===== src/rtl/boot_ctrl_wb_pkg.sv =====
// Shared definitions for the warm-boot request controller.
// Holds the FSM state encoding, the CSR word map, bit positions inside
// the CSR and CMD registers, and the default unlock key.
package boot_ctrl_pkg;

  typedef enum logic [2:0] {
    ST_IDLE     = 3'd0,
    ST_UNLOCKED = 3'd1,
    ST_COUNT    = 3'd2,
    ST_FIRE     = 3'd3,
    ST_DONE     = 3'd4
  } state_t;

  localparam logic [1:0] ADDR_CSR   = 2'd0;
  localparam logic [1:0] ADDR_KEY   = 2'd1;
  localparam logic [1:0] ADDR_DELAY = 2'd2;
  localparam logic [1:0] ADDR_CMD   = 2'd3;

  localparam int CSR_BTN      = 4;
  localparam int CSR_UNLOCKED = 5;
  localparam int CSR_BUSY     = 6;
  localparam int CSR_DONE     = 7;

  localparam int CMD_GO    = 0;
  localparam int CMD_ABORT = 1;

  localparam logic [31:0] UNLOCK_KEY_DEFAULT = 32'hB007CAFE;

endpackage


===== src/rtl/boot_ctrl_wb_if.sv =====
// Wishbone-style CSR bus bundle for boot_ctrl_wb.
// Signals: wb_addr (word address), wb_wdata/wb_rdata (32-bit data),
// wb_we (write enable), wb_cyc (cycle request), wb_ack (acknowledge).
// master: bus initiator (CPU side); slave: the peripheral.
interface boot_ctrl_wb_if;
  logic [1:0]  wb_addr;
  logic [31:0] wb_wdata;
  logic [31:0] wb_rdata;
  logic        wb_we;
  logic        wb_cyc;
  logic        wb_ack;

  modport master (
    output wb_addr, wb_wdata, wb_we, wb_cyc,
    input  wb_rdata, wb_ack
  );

  modport slave (
    input  wb_addr, wb_wdata, wb_we, wb_cyc,
    output wb_rdata, wb_ack
  );
endinterface


===== src/rtl/boot_ctrl_wb.sv =====
// Warm-reboot request controller on the CSR bus.
// Firmware writes the unlock key, then CMD.GO; the block holds usb_detach
// for DELAY+1 cycles with boot_sel stable, pulses boot_now once and parks
// in DONE until reset.
// Ports:
//   clk, rst    : clock, synchronous active-high reset
//   wb          : CSR bus (slave side), one wait state, single-cycle ack
//   btn_val     : filtered button level, reported in CSR[4]
//   boot_sel    : image select, latched at COUNT entry
//   boot_now    : one-cycle boot request
//   usb_detach  : high in COUNT/FIRE/DONE
module boot_ctrl_wb
  import boot_ctrl_pkg::*;
#(
  parameter int          DELAY_WIDTH = 24,
  parameter logic [31:0] UNLOCK_KEY  = UNLOCK_KEY_DEFAULT
) (
  input  logic            clk,
  input  logic            rst,
  boot_ctrl_wb_if.slave   wb,
  input  logic            btn_val,
  output logic [1:0]      boot_sel,
  output logic            boot_now,
  output logic            usb_detach
);

  state_t                 state, state_next;
  logic [1:0]             sel_reg;
  logic [DELAY_WIDTH-1:0] delay_reg;
  logic [DELAY_WIDTH-1:0] counter;
  logic [1:0]             boot_sel_q;
  logic                   ack_q;
  logic [31:0]            rdata_q;
  logic [31:0]            rd_mux;

  // Write side effects take place on the ack cycle only.
  logic wr_stb, wr_csr, wr_key, wr_delay, wr_cmd;
  logic key_ok, cmd_go, cmd_abort, cfg_wr_en, start, abort_now;

  assign wr_stb    = wb.wb_cyc & wb.wb_we & ack_q;
  assign wr_csr    = wr_stb && (wb.wb_addr == ADDR_CSR);
  assign wr_key    = wr_stb && (wb.wb_addr == ADDR_KEY);
  assign wr_delay  = wr_stb && (wb.wb_addr == ADDR_DELAY);
  assign wr_cmd    = wr_stb && (wb.wb_addr == ADDR_CMD);
  assign key_ok    = (wb.wb_wdata == UNLOCK_KEY);
  assign cmd_go    = wb.wb_wdata[CMD_GO];
  assign cmd_abort = wb.wb_wdata[CMD_ABORT];

  // Config registers freeze once the boot pulse is imminent or done.
  assign cfg_wr_en = (state == ST_IDLE) || (state == ST_UNLOCKED) || (state == ST_COUNT);
  assign start     = (state == ST_UNLOCKED) && (state_next == ST_COUNT);
  assign abort_now = (state == ST_COUNT) && (state_next == ST_IDLE);

  // Bus: one wait state, registered read data that is zero outside ack.
  always_ff @(posedge clk) begin
    if (rst) begin
      ack_q   <= 1'b0;
      rdata_q <= '0;
    end else begin
      ack_q   <= wb.wb_cyc & ~ack_q;
      rdata_q <= (wb.wb_cyc & ~ack_q & ~wb.wb_we) ? rd_mux : '0;
    end
  end

  assign wb.wb_ack   = ack_q;
  assign wb.wb_rdata = rdata_q;

  always_comb begin
    rd_mux = '0;
    case (wb.wb_addr)
      ADDR_CSR: begin
        rd_mux[1:0]          = sel_reg;
        rd_mux[CSR_BTN]      = btn_val;
        rd_mux[CSR_UNLOCKED] = (state == ST_UNLOCKED);
        rd_mux[CSR_BUSY]     = (state == ST_COUNT) || (state == ST_FIRE);
        rd_mux[CSR_DONE]     = (state == ST_DONE);
      end
      ADDR_DELAY: rd_mux[DELAY_WIDTH-1:0] = delay_reg;
      default:    rd_mux = '0;
    endcase
  end

  always_ff @(posedge clk) begin
    if (rst) begin
      sel_reg   <= '0;
      delay_reg <= '0;
    end else if (cfg_wr_en) begin
      if (wr_csr)   sel_reg   <= wb.wb_wdata[1:0];
      if (wr_delay) delay_reg <= wb.wb_wdata[DELAY_WIDTH-1:0];
    end
  end

  // FSM: state register
  always_ff @(posedge clk) begin
    if (rst) state <= ST_IDLE;
    else     state <= state_next;
  end

  // FSM: next-state logic
  always_comb begin
    state_next = state;
    case (state)
      ST_IDLE: begin
        if (wr_key && key_ok) state_next = ST_UNLOCKED;
      end
      ST_UNLOCKED: begin
        // ABORT overrides GO; anything other than a good key or GO relocks.
        if (wr_cmd)                 state_next = (cmd_go && !cmd_abort) ? ST_COUNT : ST_IDLE;
        else if (wr_key && !key_ok) state_next = ST_IDLE;
        else if (wr_csr || wr_delay) state_next = ST_IDLE;
      end
      ST_COUNT: begin
        if (wr_cmd && cmd_abort) state_next = ST_IDLE;
        else if (counter == '0)  state_next = ST_FIRE;
      end
      ST_FIRE: state_next = ST_DONE;
      ST_DONE: state_next = ST_DONE;
      default: state_next = ST_IDLE;
    endcase
  end

  // FSM: outputs
  always_comb begin
    boot_now   = (state == ST_FIRE);
    usb_detach = (state == ST_COUNT) || (state == ST_FIRE) || (state == ST_DONE);
    boot_sel   = boot_sel_q;
  end

  // Countdown and latched image select; the counter stops at zero.
  always_ff @(posedge clk) begin
    if (rst) begin
      boot_sel_q <= '0;
      counter    <= '0;
    end else if (start) begin
      boot_sel_q <= sel_reg;
      counter    <= delay_reg;
    end else if (abort_now) begin
      boot_sel_q <= '0;
      counter    <= '0;
    end else if ((state == ST_COUNT) && (counter != '0)) begin
      counter <= counter - DELAY_WIDTH'(1);
    end
  end

endmodule


===== src/flat_wrapper.sv =====
// flat-port wrapper written by rule: the top's interface ports become plain ports
module boot_ctrl_wb_flat import boot_ctrl_pkg::*;
#(
  parameter int          DELAY_WIDTH = 24,
  parameter logic [31:0] UNLOCK_KEY  = UNLOCK_KEY_DEFAULT
)
  (clk, rst, btn_val, boot_sel, boot_now, usb_detach, wb_wb_addr, wb_wb_wdata, wb_wb_we, wb_wb_cyc, wb_wb_rdata, wb_wb_ack);
  boot_ctrl_wb_if wb_i ();
  input  logic clk;
  input  logic rst;
  input  logic btn_val;
  output logic [1:0] boot_sel;
  output logic boot_now;
  output logic usb_detach;
  input wire logic [$bits(wb_i.wb_addr)-1:0] wb_wb_addr;
  input wire logic [$bits(wb_i.wb_wdata)-1:0] wb_wb_wdata;
  input wire logic [$bits(wb_i.wb_we)-1:0] wb_wb_we;
  input wire logic [$bits(wb_i.wb_cyc)-1:0] wb_wb_cyc;
  output wire logic [$bits(wb_i.wb_rdata)-1:0] wb_wb_rdata;
  output wire logic [$bits(wb_i.wb_ack)-1:0] wb_wb_ack;
  assign wb_i.wb_addr = wb_wb_addr;
  assign wb_i.wb_wdata = wb_wb_wdata;
  assign wb_i.wb_we = wb_wb_we;
  assign wb_i.wb_cyc = wb_wb_cyc;
  assign wb_wb_rdata = wb_i.wb_rdata;
  assign wb_wb_ack = wb_i.wb_ack;
  boot_ctrl_wb #(.DELAY_WIDTH(DELAY_WIDTH), .UNLOCK_KEY(UNLOCK_KEY)) u_core (.clk(clk), .rst(rst), .wb(wb_i), .btn_val(btn_val), .boot_sel(boot_sel), .boot_now(boot_now), .usb_detach(usb_detach));
endmodule

===== config.mk =====
export PLATFORM = sky130hd
export DESIGN_NAME = boot_ctrl_wb_flat
export DESIGN_NICKNAME = d
export VERILOG_FILES = /design/src/rtl/boot_ctrl_wb_pkg.sv /design/src/rtl/boot_ctrl_wb_if.sv /design/src/rtl/boot_ctrl_wb.sv /design/src/flat_wrapper.sv
export SDC_FILE = /design/constraint.sdc
export NUM_CORES = 1
export LEC_CHECK = 0
export ABC_AREA = 1
export BUFFER_PORTS_ARGS = -buffer_cell sky130_fd_sc_hd__clkbuf_2
export CORE_ASPECT_RATIO = 0.7
export CORE_MARGIN = 1.5
export CORE_UTILIZATION = 47
export DETAILED_ROUTE_END_ITERATION = 7
export PLACE_DENSITY = 0.66
export SLEW_MARGIN = 40
export SYNTH_ARGS = -nofsm -noshare
export SYNTH_HDL_FRONTEND = slang
export SYNTH_SLANG_ARGS = --single-unit

===== constraint.sdc =====
create_clock -name clk -period 3.2 [get_ports clk]
set_input_delay 0.48 -clock clk [delete_from_list [all_inputs] [get_ports clk]]
set_output_delay 0.48 -clock clk [all_outputs]
set_load 0.005 [all_outputs]

==> flow_summary.yaml <==
routing:
  drt-vias-per-instance: 4.93
  vias: 3710
  first_pass_iters: 6
  totalWireLength_um: 10100
  postRouteAntennaNets: 0
  wl_per_cell_um: 13.4
  initialDrtViolationCount: 336
  drc: 0
grt:
  grt_pass1_vias: 3294
  grt_max_degree: 52
  antenna_found_initial: 0
  grt_use_total: 0.232
  grt_pass1_wl_um: 16700
  grt.overflow.total: 0
power_and_ir_drop:
  total_leakage_power_nw: 2.44
  power_density_nw_per_um2: 447
  vdd_ir_drop_max_uv: 305
  total_power_mw: 2.14
die:
  num_rows: 28
  pin_count: 76
  core_area_um2: 8510
  die_w_um: 115
  dieArea_um2: 9440
  initial_core_util: 0.489
  die_h_um: 81.7
timing:
  fmax_mhz: 438
  fin_hold_ws_ns: 0.372
  finalCriticalPeriod_ns: 2.28
  skew_ns: 0.00678
  setup_tns_ns: 0
  worstMarginPinSlew_ns: 0.664
  finalHoldViolCount: 0
  slew_violations: 0
  rsz0062_at_grt: "false"
  slew_headroom: 0.557
  period_share: 0.714
  fin_ws_ns: 0.915
  setup_viol: 0
layout:
  final_layout_size_suffix_gt1_frac: 0.234
  nNetsFinal: 668
  stdcell_area_um2: 4780
  antenna_cells: 0
  regArea_um2: 1600
  syn2layout_area_growth_pct: 14.8
  nFillCells: 813
  fin_cells: 753
  multiInputGateArea_um2: 2050
  final_core_util: 0.561
setup_path:
  crit_path_start_kind: "register"
  worstSetupPathType: "register to register"
  crit_path_end_kind: "register"
  rrSetupSlack_ns: 0.92
  worstPathMaxFanout: 27
  reg2reg_depth: 11
  crit_end: "u_core.counter[7]$_SDFFE_PP0P_"
  reg2reg_from: "u_core.wb.wb_ack$_SDFF_PP0_"
  r2r-end: "u_core.counter[7]$_SDFFE_PP0P_"
  crit_arrival_ns: 2.51
  cp-startpoint: "u_core.wb.wb_ack$_SDFF_PP0_"
  required_ns: 3.43
clocking:
  root_buffer: "clkbuf_16"
  clk_pin_slew_worst_paths_ns: 0.06
  cts_made_buffers: 9
  hold_buffers: 0
  cts.path.max_buffers: 2
  cts_setup_buffers: 0
  cts_tree: "yes"
  cts_resized: 0
  clkLatencyLatePin_ns: 0.34
  h-tree-depth: 3
  clock_sinks: 80
logic_synthesis:
  synth_edf_count: 0
  synth.area.top_cells: "dfxtp_1 38%, nand2_1 8.0%, inv_1 7.0%"
  ys_types: 42
  avgSynthCellArea_um2: 7.32
  synth_top_cells_by_count: "89 x nand2_1, 80 x dfxtp_1, 78 x inv_1, 69 x nor2_1, 53 x a21oi_1"
  yosys_warnings: 0
  synth_area_um2: 4160
  netlist.area_leader.share: 0.385
  synth.most_common_cell: "nand2_1"
  ys.flop_type: "dfxtp_1"
  synth-async-reset-ratio: 0
  yosysTopAreaCell: "dfxtp_1"
  synth_seq_cells: 80
  postSynthCellCount: 569
  ys_seq_area_frac: 0.385
placed_design:
  place_congestion: 0.890
  dp.cells: 737
  portBuffers: 67
  place_ws_ns: 0.729
  hpwl_um: 7310
  place_area_um2: 4480
outcome:
  outcome: "finished, final reports clean"
job:
  maxCapViolCount: 0
hold_path:
  hold_path_class: "input pin to register"
## cells in the final DEF (no fill, tap or decap), types with 8 or more instances in the layout
| cell | count |
|---|---|
| nand2_1 | 89 |
| dfxtp_1 | 80 |
| inv_1 | 78 |
| nor2_1 | 69 |
| clkbuf_2 | 67 |
| a21oi_1 | 53 |
| o21ai_0 | 44 |
| nand3_2 | 22 |
| nand3_1 | 17 |
| xor2_1 | 12 |
| nand2_2 | 11 |
| o21ai_1 | 11 |
| clkbuf_16 | 9 |
| inv_2 | 8 |
| conb_1 | 8 |
## where the power goes
part / leakage [nW] / switching (mW) / internal (mW)
clock: 0.147 / 0.444 / 0.613
sequential: 0.645 / 0.00373 / 1.00
combinational: 1.65 / 0.0465 / 0.0290
total: 2.44 / 0.494 / 1.64
## layout make-up
class | count | share of cell area
clock buffers | 9 | 0.0471
multi-input cells | 381 | 0.428
clock inverters | 7 | 0.0162
flip-flops and latches | 80 | 0.335
repair buffers | 69 | 0.0733
well taps | 120 | 0.0314
inverters | 87 | 0.0686
## per-layer routing
metal	vias up	GRT usage	part of all wire
met2	130	0.309	0.38
met5	-	0	0
met4	0	0.0642	0.011
met1	1663	0.361	0.52
li1	1904	-	-
met3	13	0.0554	0.079
## logic make-up (layout without fill, tap and decap cells)
family                   Yosys count  count (layout)  share of synthesized area
other                              1               8                   0.000901
buffers and inverters            115             172                      0.130
flip-flops                        80              80                      0.385
AND/OR/NAND/NOR                  240             240                      0.300
XOR/XNOR                          18              18                     0.0397
AO/OA/AOI/OAI                    114             114                      0.141
adder cells (fa/ha/maj)            1               1                    0.00301
## worst min-delay path by stage
stage,startpoint,to,cells past startpoint
global route,rst,u_core.boot_sel[0]$_SDFFE_PP0P_,2
CTS,rst,u_core.boot_sel[0]$_SDFFE_PP0P_,2
detailed placement,u_core.delay_reg[21]$_SDFFE_PP0P_,u_core.wb.wb_rdata[21]$_SDFF_PP0_,2
floorplan,u_core.delay_reg[10]$_SDFFE_PP0P_,u_core.wb.wb_rdata[10]$_SDFF_PP0_,2
finish,btn_val,u_core.wb.wb_rdata[4]$_SDFF_PP0_,3
global placement,u_core.delay_reg[23]$_SDFFE_PP0P_,u_core.wb.wb_rdata[23]$_SDFF_PP0_,2
## critical path: stages, from the launching register on
cell and delay (ns):
dfxtp_1 0.37, nand3_1 0.11, nor2_1 0.16, nand2_1 0.13, nor2_1 0.18, nor2_2 0.09
nand2_4 0.35, clkinv_2 0.39, nand2_1 0.17, nand2_1 0.06, inv_1 0.09, a21oi_1 0.07
Note: power is estimated with default switching activity, not from simulation.
